### config.mk
export PLATFORM = sky130hd
export DESIGN_NAME = lcd_hd44780_responder
export DESIGN_NICKNAME = d
export VERILOG_FILES = /design/src/rtl/lcd_hd44780_responder.sv
export SDC_FILE = /design/constraint.sdc
export NUM_CORES = 1
export LEC_CHECK = 0
export CORE_MARGIN = 3
export CORE_UTILIZATION = 60
export CTS_CLUSTER_SIZE = 14
export DETAILED_ROUTE_END_ITERATION = 8
export PLACE_DENSITY = 0.84
export SETUP_SLACK_MARGIN = 0.5
export SKIP_CTS_REPAIR_TIMING = 1
export SLEW_MARGIN = 10
export SYNTH_ARGS = -nofsm -noshare
export SYNTH_HDL_FRONTEND = slang
export SYNTH_SLANG_ARGS = --single-unit
### constraint.sdc
create_clock -name iCLK -period 4.55 [get_ports iCLK]
set_clock_uncertainty 0.05 [all_clocks]
set_input_delay 0.91 -clock iCLK [delete_from_list [all_inputs] [get_ports iCLK]]
set_output_delay 0.91 -clock iCLK [all_outputs]
set_load 0.02 [all_outputs]
### src/rtl/lcd_hd44780_responder.sv
// HD44780-style LCD bus responder: turns initiator strobes into a 2x16 character buffer plus control state.
// Optional macro LCD_RESP_INIT_CHECK_EN demands an 8-bit Function Set before data or DDRAM access.
module lcd_hd44780_responder #(
  parameter int BUSY_CYCLES = 40,
  parameter int CLR_CYCLES  = 1600,
  parameter int MIN_EN_HIGH = 4
) (
  input  logic        iCLK,
  input  logic        iRST_N,
  input  logic [7:0]  LCD_DATA,
  input  logic        LCD_RW,
  input  logic        LCD_EN,
  input  logic        LCD_RS,
  input  logic [4:0]  iRD_ADDR,
  output logic [7:0]  oRD_DATA,
  output logic [4:0]  oAC,
  output logic        oDISP_ON,
  output logic        oCURSOR_ON,
  output logic        oBLINK_ON,
  output logic [1:0]  oFUNC,
  output logic        oBUSY,
  output logic [15:0] oWR_CNT,
  input  logic        iERR_CLR,
  output logic [3:0]  oERR
);
  localparam int BMAX = (CLR_CYCLES > BUSY_CYCLES) ? CLR_CYCLES : BUSY_CYCLES;
  localparam int BW   = $clog2(BMAX + 1);
  localparam int WW   = $clog2(MIN_EN_HIGH + 1);

  typedef enum logic {ST_IDLE, ST_FILL} state_t;
  state_t state, state_nxt;

  logic          en_s1, en_s2, en_s3, rs_s1, rs_s2, rw_s1, rw_s2;
  logic [7:0]    dat_s1, dat_s2;
  logic [WW-1:0] width;
  logic [BW-1:0] busy_cnt;
  logic [4:0]    fill_idx;
  logic [7:0]    mem [32];
  logic          id;

  logic          fall, accept, wr_en, start_clr, id_nxt, init_ok;
  logic [3:0]    err_set;
  logic [4:0]    ac_nxt;
  logic [1:0]    func_nxt;
  logic [2:0]    dcb_nxt;

  always_ff @(posedge iCLK or negedge iRST_N) begin
    if (!iRST_N) begin
      {en_s1, en_s2, en_s3, rs_s1, rs_s2, rw_s1, rw_s2} <= '0;
      dat_s1 <= '0;
      dat_s2 <= '0;
      width  <= '0;
    end else begin
      {en_s1, rs_s1, rw_s1, dat_s1} <= {LCD_EN, LCD_RS, LCD_RW, LCD_DATA};
      {en_s2, rs_s2, rw_s2, dat_s2} <= {en_s1, rs_s1, rw_s1, dat_s1};
      en_s3 <= en_s2;
      if (!en_s2)
        width <= '0;
      else if (width != WW'(MIN_EN_HIGH))
        width <= width + WW'(1);
    end
  end

  // width still holds the completed high time during the falling-edge cycle
  assign fall  = en_s3 & ~en_s2;
  assign oBUSY = (busy_cnt != '0);

`ifdef LCD_RESP_INIT_CHECK_EN
  logic init_done;
  always_ff @(posedge iCLK or negedge iRST_N) begin
    if (!iRST_N)
      init_done <= 1'b0;
    else if (accept && !rs_s2 && dat_s2[7:5] == 3'b001 && dat_s2[4])
      init_done <= 1'b1;
  end
  assign init_ok = init_done;
`else
  assign init_ok = 1'b1;
`endif

  always_comb begin
    err_set   = 4'h0;
    accept    = 1'b0;
    wr_en     = 1'b0;
    start_clr = 1'b0;
    ac_nxt    = oAC;
    id_nxt    = id;
    func_nxt  = oFUNC;
    dcb_nxt   = {oDISP_ON, oCURSOR_ON, oBLINK_ON};
    if (fall) begin
      if (width < WW'(MIN_EN_HIGH)) err_set[1] = 1'b1;
      else if (rw_s2)               err_set[2] = 1'b1;
      else if (oBUSY)               err_set[0] = 1'b1;
      else                          accept     = 1'b1;
    end
    if (accept) begin
      if (rs_s2) begin
        if (!init_ok) err_set[3] = 1'b1;
        else begin
          wr_en  = 1'b1;
          ac_nxt = id ? oAC + 5'd1 : oAC - 5'd1;
        end
      end else if (dat_s2[7]) begin
        if (!init_ok)                     err_set[3] = 1'b1;
        else if (dat_s2[6:4] == 3'b000)   ac_nxt = {1'b0, dat_s2[3:0]};
        else if (dat_s2[6:4] == 3'b100)   ac_nxt = {1'b1, dat_s2[3:0]};
        else                              err_set[3] = 1'b1;
      end else if (dat_s2[6]) begin
        err_set[3] = 1'b1;
      end else if (dat_s2[5]) begin
        func_nxt = dat_s2[4:3];
`ifdef LCD_RESP_INIT_CHECK_EN
        if (!dat_s2[4]) err_set[3] = 1'b1;
`endif
      end else if (dat_s2[4]) begin
        if (dat_s2[3]) err_set[3] = 1'b1;
        else           ac_nxt = dat_s2[2] ? oAC + 5'd1 : oAC - 5'd1;
      end else if (dat_s2[3]) begin
        dcb_nxt = dat_s2[2:0];
      end else if (dat_s2[2]) begin
        id_nxt = dat_s2[1];
        if (dat_s2[0]) err_set[3] = 1'b1;
      end else if (dat_s2[1]) begin
        ac_nxt = 5'd0;
      end else if (dat_s2[0]) begin
        start_clr = 1'b1;
        ac_nxt    = 5'd0;
        id_nxt    = 1'b1;
      end
    end
  end

  always_comb begin
    state_nxt = state;
    case (state)
      ST_IDLE: if (start_clr) state_nxt = ST_FILL;
      ST_FILL: if (fill_idx == 5'd31) state_nxt = ST_IDLE;
      default: state_nxt = ST_IDLE;
    endcase
  end

  always_ff @(posedge iCLK or negedge iRST_N) begin
    if (!iRST_N) begin
      state      <= ST_IDLE;
      fill_idx   <= 5'd0;
      busy_cnt   <= '0;
      oAC        <= 5'd0;
      id         <= 1'b1;
      oDISP_ON   <= 1'b0;
      oCURSOR_ON <= 1'b0;
      oBLINK_ON  <= 1'b0;
      oFUNC      <= 2'b00;
      oWR_CNT    <= 16'd0;
      oERR       <= 4'h0;
    end else begin
      state    <= state_nxt;
      fill_idx <= (state == ST_FILL) ? fill_idx + 5'd1 : 5'd0;
      if (accept)
        busy_cnt <= start_clr ? BW'(CLR_CYCLES) : BW'(BUSY_CYCLES);
      else if (busy_cnt != '0)
        busy_cnt <= busy_cnt - BW'(1);
      oAC   <= ac_nxt;
      id    <= id_nxt;
      {oDISP_ON, oCURSOR_ON, oBLINK_ON} <= dcb_nxt;
      oFUNC <= func_nxt;
      if (wr_en && oWR_CNT != 16'hFFFF)
        oWR_CNT <= oWR_CNT + 16'd1;
      oERR <= (iERR_CLR ? 4'h0 : oERR) | err_set;
    end
  end

  always_ff @(posedge iCLK or negedge iRST_N) begin
    if (!iRST_N) begin
      for (int i = 0; i < 32; i++) mem[i] <= 8'h20;
      oRD_DATA <= 8'h20;
    end else begin
      if (state == ST_FILL) mem[fill_idx] <= 8'h20;
      else if (wr_en)       mem[oAC]      <= dat_s2;
      oRD_DATA <= mem[iRD_ADDR];
    end
  end
endmodule

* Yosys cells after proc, flatten, opt, wreduce, memory -nomap -nowiden
Index checks and enable logic that the tools add are counted.
Operators by class: bitwise operators 16, equality and inequality tests 11, divide/modulo/power cells 0, reductions and logical operators 13, $lt $le $gt $ge 6, multiply operators 0, multiplexer cells 71, add/sub/neg operators 6, shifts and indexed selects 0
Operator list (number):
- $mux 256 | 2
- $bwmux 256 | 1
- $and 224x224->224 | 1
- $not 224->224 | 1
- $demux 8 s5 | 2
- $mux 5 | 15
- $bmux 8 s5 | 1
- $mux 1 | 38
- $mux 11 | 3
- $mux 8 | 4
- $or 32x32->32 | 1
- $ge 6x6->1 const B | 3
- $not 5->6 | 3
- $add 16x1->16 const B | 1
- $ne 16x16->1 const B | 1
- $reduce_and 7->1 | 2
- $lt 6x1->1 const B | 2
- $reduce_bool 11->1 | 1
- $sub 11x1->11 const B | 1
- $add 5x1->5 const B | 2
- $mux 3 | 3
- $ne 3x2->1 const B | 3
- $reduce_and 9->1 | 1
- $ne 4x2->1 const B | 2
- 17 further kinds | 29
Word-level totals: register bits 338, input bits 19, memories 0, output and inout bits 39, bits in latches 0, bits in writable memories 0, word-level logic and storage cells 177, memory bits (read-only) 0

* Logic depth before layout (Yosys ltp)
word-level depth 12, mapped depth 11, mapped depth without buffers 8

* Worst setup path before layout
OpenSTA, ideal clock, no wires.
kind input -> register, from input iRD_ADDR[1], to register oRD_DATA[6], required time 4364 ps, arrival time 2697 ps, setup slack 1667 ps, buffers on the path 2, stages on the path 6, library setup time 136 ps, cells stage by stage clkbuf_1 -> buf_2 -> mux4_2 -> mux4_2 -> nand2_1 -> o21ai_0
Between the ends: cells in the longest elaborated chain, start to end 4
RTL lines:
- start, declared | line 14 | input logic [4:0] iRD_ADDR,
- $not 5->6 (not written as such) | line 179 | oRD_DATA <= mem[iRD_ADDR];
- $bmux 8 s5 | line 179
- $mux 8 (not written as such) (2 in a row) | line 179
- end signal, assigned | line 179
- end, declared | line 15 | output logic [7:0] oRD_DATA,
No other way between the ends. The select of a mux whose other input is x is not followed. A chain may end at the register's enable or synchronous reset.

* Worst setup path in the final report
from register busy_cnt[0], to output oBUSY
Between the ends: cells in the longest elaborated chain, start to end 1
RTL lines:
- start, declared | line 36 | logic [BW-1:0] busy_cnt;
- start signal, assigned | line 159 | busy_cnt <= start_clr ? BW'(CLR_CYCLES) : BW'(BUSY_CYCLES);
- start signal, assigned | line 161 | busy_cnt <= busy_cnt - BW'(1);
- $reduce_bool 11->1 | line 66 | assign oBUSY = (busy_cnt != '0);
- end, declared | line 21 | output logic oBUSY,
No other way between the ends.

==> run metrics <==
Netlist cell types 65; Slew Viols, Final 0; DRC 0; largest net degree at the start of global routing 116; row cnt 60; register clock-pin slew on the reported worst setup and hold paths 60 ps; die outline height 173 um; Net Count, Synth 1642; WL/cell 23.7 um; Post-Syn Area per Cell 10.5 um2; PnR worst setup slack 1120 ps; yosys warns 0; unrepaired setup endpoints after global routing no; initial antenna violation count 0; Worst Setup Start Kind register; register area share after synthesis 0.505; Crit path largest cell delay 540 ps; Core ar. 27300 um2; most common library cell in the layout ignoring fill and taps nand2_1; total CTS buffers 37; vias in the first global route 13200; CP arrival 2470 ps; Final setup viols 0; Via density 6.66; first-pass GRT wire length 76.6 mm; root buffer cell clkbuf_16; crit path cell chain inv_1 -> ha_1 -> nor4b_2 -> and3_1 -> inv_2 -> clkdlybuf4s50_1; Area growth, synth to finish 12.3%; Tmin final 3430 ps; maxcap violations 0; post-synthesis async set-or-reset flop share 1.00; DP Worst Slack 1290 ps; Placer Congestion 0.985; pwr/cell area 359 nW/um2; Max clock buf depth 3; total track usage 0.321; status finished clean; Final Hold Violating Endpoints 0; share of cells above drive strength 1 0.162; DRT Pass-1 Iters 7; Worst Path Required 3590 ps; CTS tree done; crit-path max FO 5; number of flops mapped to enable cells by yosys 0; highest ir drop seen on vdd 370 uV; H-tree depth 2; CP Class register to output pin; Routed Antenna Nets 0; Ports 58; Top FF cell, synth dfrtp_1; Tcrit/Tclk final 0.754; Max Fclk 292 MHz; diode count 0; clk_lat worst skew 530 ps; PortBufs 57; Sink Count 338; total grt overflow 0; Die Area 30100 um2; CP max-delay cell clkdlybuf4s50_1; Die Span X 173 um; Syn Inst Count 1608; synthesized flop and latch total 338; Leakage Power 8.77 nW; Slew @ Worst Pin 1100 ps; Final #Nets 1653; initial core utilization 0.617; relative slew slack 0.266; worst hold margin 297 ps; most frequent cells in the layout nand2_1 (374), dfrtp_1 (304), nand3_1 (252), o21ai_0 (87), mux4_2 (80); DP HPWL 32.8 mm; Vias 13500; Final Core Density 0.693; Post-Syn Area 16800 um2; setup TNS 0 ps; final wirelength 47.8 mm; Detailed Route Iter0 Violations 1834; Hold Crit Class register to register; crit path capture type output pin
[registers in the layout (all words and copies together), names as in the netlist, 2 cells and up]
signal,flops
dat_s1,8
mem,256
oWR_CNT,16
oRD_DATA,8
oERR,4
busy_cnt,11
oFUNC,2
oAC,5
dat_s2,8
width,3
fill_idx,5
[cell usage after synthesis, drive strengths merged (12+ instances only)]
library cell	count	share of area
buf	31	0.011
nand4	43	0.019
nor2b	15	0.0056
nor2	34	0.0076
and2	13	0.0048
nor4	39	0.043
clkbuf	76	0.018
dfstp	34	0.053
inv	26	0.0058
nand2	374	0.083
xnor2	12	0.0062
dfrtp	304	0.45
mux4	80	0.11
a21oi	59	0.018
o21ai	87	0.026
ha	15	0.011
nand3	253	0.076
[worst paths after layout]
check	from	end	slack (ps)	depth (start not counted)
hold reg to reg	rs_s1$_DFF_PN0_	rs_s2$_DFF_PN0_	300	0
setup / recovery	busy_cnt[0]$_DFFE_PN0P_	oBUSY	1120	6
min in group asynchronous	iRST_N	mem[218]$_DFFE_PN0P_	370	1
max in group asynchronous	iRST_N	mem[101]$_DFFE_PN1P_	3050	2
hold / removal	rs_s1$_DFF_PN0_	rs_s2$_DFF_PN0_	300	0
setup reg to reg	rs_s2$_DFF_PN0_	mem[181]$_DFFE_PN1P_	1540	6
[where the power goes]
part | internal [mW] | switching [mW] | total (mW)
combinational | 0.151 | 0.271 | 0.422
clock | 1.94 | 1.25 | 3.19
sequential | 3.07 | 0.0984 | 3.17
[through the flow]
stage / instances / power, mW / cell area, um2
floorplan: 1608 / 3.47 / 16800
global placement: 1952 / 3.62 / 17600
detailed placement: 1952 / 3.64 / 17600
CTS: 2019 / 6.80 / 18900
global route: 2019 / 7.00 / 18900
finish: 2019 / 6.79 / 18900
[logic make-up after synthesis]
kind of cell               synth area share
AOI/OAI and AO/OA                    0.0605
xor gates and xnor gates             0.0115
adders and majority gates            0.0112
buffers and inverters                0.0344
DFF                                   0.505
muxes                                 0.113
and+or+nand+nor                       0.265
[per-layer routing]
layer  GRT usage  part of all wire  up-vias
met5           0                 0        -
met4      0.0986             0.033        0
met3       0.107              0.15      125
met2       0.484              0.45     1001
met1       0.449              0.37     6570
li1            -                 -     5755
[layout make-up]
class	instances	area, um2
inverters	27	101
repair buffers	79	771
clock buffers	46	1020
multi-input cells	1136	7750
clock inverters	21	277
well taps	372	465
fillers	1879	8370
flip-flops and latches	338	8500
[critical path: cells and delay by family (launching register included)]
kind | cells | cell delay [ps]
flip-flops | 1 | 410
adder cells (fa/ha/maj) | 1 | 170
AND/OR/NAND/NOR | 2 | 650
buffers and inverters | 3 | 710
Power figures use the tool's default switching activity.
